===== src/rtl/adam_rst_seq.sv =====
// Power-on / software reset sequencer: holds all domains in reset, then releases them one by one in index order.
// Optional macro ADAM_RST_SEQ_SW_REQ_EN enables the req/ack software re-sequence handshake.
module adam_rst_seq #(
  parameter int NO_DOMAINS = 4,
  parameter int HOLD       = 8,
  parameter int DELAY      = 4
) (
  input  logic                  clk,
  input  logic                  rst,
  input  logic                  req,
  output logic                  ack,
  output logic                  busy,
  output logic [NO_DOMAINS-1:0] dom_rst
);

  // state   | meaning
  // ASSERT  | all domains held in reset, counting HOLD cycles
  // RELEASE | releasing domains in index order, DELAY cycles apart
  // RUN     | all domains released, sequencer idle

  localparam int CNT_MAX = (HOLD > DELAY) ? HOLD : DELAY;
  localparam int CW      = $clog2(CNT_MAX + 1);
  localparam int IW      = $clog2(NO_DOMAINS) + 1;

  localparam logic [CW-1:0] HOLD_TC  = CW'(HOLD - 1);
  localparam logic [CW-1:0] DELAY_TC = CW'(DELAY - 1);
  localparam logic [IW-1:0] LAST_IDX = IW'(NO_DOMAINS - 1);

  typedef enum logic [1:0] {
    ST_ASSERT  = 2'd0,
    ST_RELEASE = 2'd1,
    ST_RUN     = 2'd2
  } state_t;

  state_t                  state_q, state_d;
  logic [CW-1:0]           cnt_q, cnt_d;
  logic [IW-1:0]           idx_q, idx_d;
  logic [NO_DOMAINS-1:0]   dom_q, dom_d;
  logic                    ack_q, ack_d;
  logic                    busy_q, busy_d;
  logic                    accept;

`ifdef ADAM_RST_SEQ_SW_REQ_EN
  assign accept = req & ack_q;
`else
  logic req_unused;
  assign req_unused = req;
  assign accept     = 1'b0;
`endif

  always_comb begin
    state_d = state_q;
    cnt_d   = cnt_q;
    idx_d   = idx_q;
    dom_d   = dom_q;

    case (state_q)
      ST_ASSERT: begin
        if (cnt_q == HOLD_TC) begin
          dom_d[0] = 1'b0;
          cnt_d    = '0;
          if (NO_DOMAINS == 1) begin
            state_d = ST_RUN;
          end else begin
            idx_d   = IW'(1);
            state_d = ST_RELEASE;
          end
        end else begin
          cnt_d = cnt_q + CW'(1);
        end
      end

      ST_RELEASE: begin
        if (cnt_q == DELAY_TC) begin
          for (int i = 0; i < NO_DOMAINS; i++) begin
            if (idx_q == IW'(i)) dom_d[i] = 1'b0;
          end
          cnt_d = '0;
          if (idx_q == LAST_IDX) begin
            state_d = ST_RUN;
          end else begin
            idx_d = idx_q + IW'(1);
          end
        end else begin
          cnt_d = cnt_q + CW'(1);
        end
      end

      ST_RUN: begin
        if (accept) begin
          state_d = ST_ASSERT;
          cnt_d   = '0;
          idx_d   = '0;
          dom_d   = '1;
        end
      end

      default: begin
        state_d = ST_ASSERT;
        cnt_d   = '0;
        idx_d   = '0;
        dom_d   = '1;
      end
    endcase

    // Handshake outputs are derived from the next state so they register alongside it.
`ifdef ADAM_RST_SEQ_SW_REQ_EN
    ack_d  = (state_d == ST_RUN);
`else
    ack_d  = 1'b0;
`endif
    busy_d = (state_d != ST_RUN);
  end

  always_ff @(posedge clk) begin
    if (rst) begin
      state_q <= ST_ASSERT;
      cnt_q   <= '0;
      idx_q   <= '0;
      dom_q   <= '1;
      ack_q   <= 1'b0;
      busy_q  <= 1'b1;
    end else begin
      state_q <= state_d;
      cnt_q   <= cnt_d;
      idx_q   <= idx_d;
      dom_q   <= dom_d;
      ack_q   <= ack_d;
      busy_q  <= busy_d;
    end
  end

  assign ack     = ack_q;
  assign busy    = busy_q;
  assign dom_rst = dom_q;

endmodule


===== config.mk =====
export PLATFORM = sky130hd
export DESIGN_NAME = adam_rst_seq
export DESIGN_NICKNAME = d
export VERILOG_FILES = /design/src/rtl/adam_rst_seq.sv
export SDC_FILE = /design/constraint.sdc
export NUM_CORES = 1
export LEC_CHECK = 0
export CORE_MARGIN = 5
export CORE_UTILIZATION = 45
export CTS_CLUSTER_SIZE = 24
export DETAILED_ROUTE_END_ITERATION = 6
export PLACE_DENSITY_LB_ADDON = 0.3
export SYNTH_ARGS = -nofsm -noshare
export SYNTH_HDL_FRONTEND = slang
export SYNTH_SLANG_ARGS = --single-unit

===== constraint.sdc =====
create_clock -name clk -period 1.5 [get_ports clk]
set_input_delay 0.3 -clock clk [delete_from_list [all_inputs] [get_ports clk]]
set_output_delay 0.3 -clock clk [all_outputs]
set_load 0.02 [all_outputs]

Yosys cells after proc, flatten, opt, wreduce, memory -nomap -nowiden:

Cells that the tools add are included.

* logic and storage cells: 54
* flip-flop bits (word level): 14
* output and inout bits: 6
* input port bits: 3

* add/subtract/negate cells: 2
* bitwise logic cells: 2
* equality and inequality tests: 15
* mux-type cells: 19
* reductions and logical operators: 8

Operator list (number)
* inequality test 2 bit, second input constant: 8
* 2-to-1 mux 4 bit: 3
* case mux 4 bit (3 select lines): 1
* 2-to-1 mux 3 bit: 3
* case mux 3 bit (3 select lines): 1
* AND reduction 3 bit: 3
* AND reduction 4 bit: 2
* equality test 3 x 2 -> 1 bit, second input constant: 2
* 2-to-1 mux 2 bit: 3
* case mux 2 bit (3 select lines): 1
* case mux 3 bit (2 select lines): 1
* 2-to-1 mux 1 bit: 5
* adder 4 x 1 -> 4 bit, second input constant: 1
* equality test 4 x 2 -> 1 bit, second input constant: 1
* equality test 4 x 3 -> 1 bit, second input constant: 1
* adder 3 x 1 -> 3 bit, second input constant: 1
* equality test 3 x 1 -> 1 bit, second input constant: 1
* zero test 3 bit: 1
* case mux 1 bit (3 select lines): 1
* equality test 2 x 1 -> 1 bit, second input constant: 1
* equality test 2 bit, second input constant: 1
* zero test 2 bit: 1
* inverter 1 bit: 2
* OR reduction 2 bit: 1

Logic depth before layout (Yosys ltp):

* depth in word-level cells: 5
* depth in mapped cells: 5
* depth with buffers taken out: 5

Worst setup path after synthesis:

No wires, ideal clock.

* kind: register to register
* from: register idx_q[0]
* to: register idx_q[1]
* period minus slack after synthesis: 1.467 ns
* setup time: 0.122 ns
* buffers on the path: 0
* data required time: 1.378 ns
* path slack: 0.033 ns
* cell stages (with the launch flop): 6
* arrival time: 1.345 ns
* cells stage by stage: dfxtp_1 -> ha_1 -> ha_1 -> or3b_1 -> a21oi_2 -> o22ai_1

* cells in the longest elaborated chain, start to end: 4
* elaborated cells on any way between the ends: 7
* classes of those cells: add/sub: 1; eq/ne: 2; mux: 3; reduce/logical: 1

Ends and longest elaborated chain
* start, declared: RTL line 37 `logic [IW-1:0] idx_q, idx_d;`
* start signal, assigned: RTL line 126 `idx_q <= idx_d;`
* adder 3 x 1 -> 3 bit: RTL line 82 `idx_d = idx_q + IW'(1);`
* 2-to-1 mux 3 bit: RTL line 79 `if (idx_q == LAST_IDX) begin`
* 2-to-1 mux 3 bit: RTL line 74 `if (cnt_q == DELAY_TC) begin`
* case mux 3 bit (3 select lines): RTL line 57 `case (state_q)`

Several ways; a longest one is shown, not always the timed one. The select of a mux whose other input is x is not followed.
A chain may end at the register's enable or synchronous reset.

Worst setup path in the final report:

* from: register idx_q[1]
* to: register idx_q[0]

* cells in the longest elaborated chain, start to end: 3

Ends and longest elaborated chain (RTL line)
* equality test 3 x 2 -> 1 bit: 79
* inequality test 2 bit (no source line)
* AND reduction 4 bit (no source line)

Every way passes these cells.

==> results <==
- The run finished with clean final reports.
- At the end of the flow, the number of nets in the layout was between 100 and 150.
- Of the total power, the clock network draws 0.381.
- The number of warning messages in the yosys log is 0.
- The post-synthesis register bit count is 14.
- By count the netlist is led by dfxtp_1 (14), a21oi_1 (7), ha_1 (6), inv_1 (6), nor2_1 (5).
- The first-pass GRT wire length is 2.55 mm.
- The instance count on the critical path is 5.
- The share of flip-flops with an asynchronous set or reset after synthesis is 0.
- Entering global routing, the biggest net connects 12 pins.
- The path class of the tightest hold or removal check is reg -> reg.
- The maximum level of the CTS H-tree is 1.
- Compared with the post-synthesis result, the final layout area differs by 22.2%.
- Across the run, the number of max-cap violations was 0.
- The detailed-route wire length is 1.61 mm.
- For this run, the total global-route usage over all layers was measured as 0.126.
- The antenna violation net count after detailed routing is 0.
- The power density of the placed cells is about 790 nW/um2.
- The routability congestion estimate is 0.769.
- The endpoint of the lowest-slack register-to-register path is idx_q[0].
- Summed over all cells, the static leakage comes to 0.333 nW.
- For this run, the slowest stage of the critical path takes 390 ps.
- The number of buffers between clock root and the deepest sink is 2.
- Hold is met by roughly 460 ps.
- The count of final setup violators is 0.
- Counting both buffers and inverters, the worst setup path holds a total of 0.
- Data on the critical path is required at its endpoint by 1720 ps.
- The number of instances on the worst hold path is 1.
- For this run, the register share of the synthesized area comes to 0.379.
- The capture endpoint of the worst hold path is dom_rst[3].
- The critical path goes through ha_4 > ha_4 > or3b_1 > a21oi_2 > o211a_1.
- By startpoint and endpoint, the worst setup path is classified as reg -> reg.
- Measured along the y axis, the die boundary spans 50.5 um.
- The share of the synthesized area in the top cell type is 0.379.
- The most common cell in the synthesized netlist is dfxtp_1.
- The count of unique library cells instantiated by Yosys is 30.
- The worst-case register-to-register setup slack is around 35 ps.
- The routed layout has 608 vias.
- For the worst-skew pair, the clock arrives at the later sink with an insertion delay of roughly 280 ps.
- The die covers 2550 um2.
- The TritonCTS clock tree is built.
- The clock period minus final worst setup slack is approximately 1500 ps.
- Of the total power, the share spent switching nets is 0.226.
- The remaining design rule violation count is 0.
- For this run, the detailed router's first-pass iteration total came to 4.
- Summing every instance area after synthesis gives 739 um2.
- Clock-pin slew was measured on the worst setup and hold paths at 90 ps.
- In this run the worst setup path begins at idx_q[1].
- The cell at the slowest stage of the critical path is or3b_1.
- Among cell families on the critical path, the largest total delay comes from simple AND/OR/NAND/NOR gates.
- Across the VDD grid, the largest voltage drop is 551 uV.
- In the finished design, the share of the clock period the worst path needs comes to 0.977.
- The average detailed-routed wire length per instance is approximately 14 um.
- The critical-path maximum fanout is 3.
- Measured on the finished design, the core utilization comes to 0.593.
- The number of vias per cell after detailed routing is 5.43.
- The count of port buffers added during placement is 6.
- The number of DRC violations after detailed-routing iteration 0 is 15.
- For this design the total switching power over the nets is 0.000161 W.
- The repair_antennas step left the layout with diodes totalling 0.
- The total grt overflow is 0.
- The number of cell instances on the worst register-to-register path is 5.
- The biggest area consumer among synthesized cells is dfxtp_1.
- The total count of max-transition violations in the final report is 0.
- The net count after synthesis is around 90.
- The startpoint identified for the worst hold timing path is dom_rst[3].
- The startpoint class of the critical path is a flip-flop.
- The count of endpoints failing hold in the final timing report came to 0.
- In this run the core area contains 14 standard-cell rows.
- The number of I/O pins is 9.
- The initial utilization of the core area, before any placement, comes to 0.485.
- In this run the clock root is driven by a clkbuf_4.
- Setup repair after global routing could not meet its margin everywhere.
- The power after layout is 0.000712 W.
- The cell with the most instances on the worst path is ha_4.
- The number of antenna violations at the first check in global routing is 0.
- In this run the critical register-to-register path is launched from idx_q[1].
- For the final database, setup skew stands at 3.14 ps.
- The number of standard cells after synthesis is 83.
- Detailed placement finished with a half-perimeter wire length of 1.14 mm.
- The highest attainable clock frequency is 682 MHz.
- The dominant register cell in the synthesized netlist is dfxtp_1.
- In this run, CTS created clock tree buffers numbering 3.
- The arrival time of data at the critical path endpoint is 1690 ps.
- Sorting the synthesized cells by area gives the leading types as dfxtp_1 (38%), ha_1 (10%), a21oi_1 (4.7%).
- The share of total power dissipated in combinational logic is 0.069.
- Of the total power, registers draw 0.550.
- Counting flops with a built-in enable in the synthesized netlist gives 0.
- The number of clock sinks seen by CTS is 14.
- The worst setup path is captured at a flip-flop.
- The cell-internal power is around 0.00055 W.
- The average footprint of a synthesized cell is roughly 9 um2.
- The die is a little over 50 um wide.
- The number of global-route vias before repair is approximately 600.
- In the final layout, the share of cells above drive strength 1 is 0.198.
- The floorplan step defined a core boundary enclosing 1520 um2.
[cell type report]
type / count / area [um2]
Fill cell: 143 / 621
Clock buffer: 4 / 36.3
Tap cell: 16 / 20.0
Inverter: 6 / 22.5
Multi-Input combinational cell: 58 / 428
Timing Repair Buffer: 14 / 114
Sequential cell: 14 / 283
[timing repair]
item,CTS,global route
buffers inserted,0,1
hold endpoints to repair,0,0
endpoints found under the setup margin,5,3
resized for setup,5,6
pin swaps,0,3
hold buffers,0,0
[metrics by stage]
step                      std cells  area, um2  setup TNS [ps]  worst slack, ps
after floorplan                  83        739               0             32.6
after global placement          107        838               0             44.0
after detailed placement        107        838               0             22.6
after CTS                       111        868               0             18.3
after global routing            112        903           -60.4            -42.6
final                           112        903               0             34.6
[routing by layer]
layer / GRT usage / up-vias / routed length [um]
met2: 0.213 / 5 / 835
li1: - / 311 / -
met1: 0.150 / 292 / 732
met4: 0.0511 / 0 / 0
met5: 0 / - / 0
met3: 0.0296 / 0 / 37
[worst max-delay path by stage]
stage | endpoint | slack, ps
finish | idx_q[0] | 30
CTS | idx_q[1] | 20
global placement | idx_q[1] | 40
detailed placement | idx_q[1] | 20
floorplan | idx_q[1] | 30
global route | idx_q[0] | -40
[sequential cells by signal (all words and copies together) (netlist names)]
name	cells
dom_rst	4
busy	1
idx_q	3
cnt_q	4
state_q	2
[placed cells by master (no fill, tap or decap), types with 4 or more instances in the layout]
cell and n:
dfxtp_1 12, buf_4 8, a21oi_1 7, inv_1 6, nor2_1 5, dlygate4sd2_1 5
nand3_1 4, nand2_1 4, nand2b_1 4, o21ai_0 4, ha_1 4
[power by group through the flow]
stage               Clock (W)  Sequential [W]  Combinational [W]
global placement            0        0.000398          0.0000471
floorplan                   0        0.000394          0.0000403
global route         0.000300        0.000393          0.0000551
detailed placement          0        0.000400          0.0000493
finish               0.000271        0.000391          0.0000490
CTS                  0.000287        0.000391          0.0000491
[kinds of logic after synthesis]
kind of cell / Yosys count / share of synthesized area
simple gates: 26 / 0.213
xor+xnor: 1 / 0.0118
other cells: 1 / 0.00507
compound gates: 24 / 0.213
flops: 14 / 0.379
buf+inv: 11 / 0.0761
fa+ha+maj: 6 / 0.102
Power figures use the tool's default switching activity.
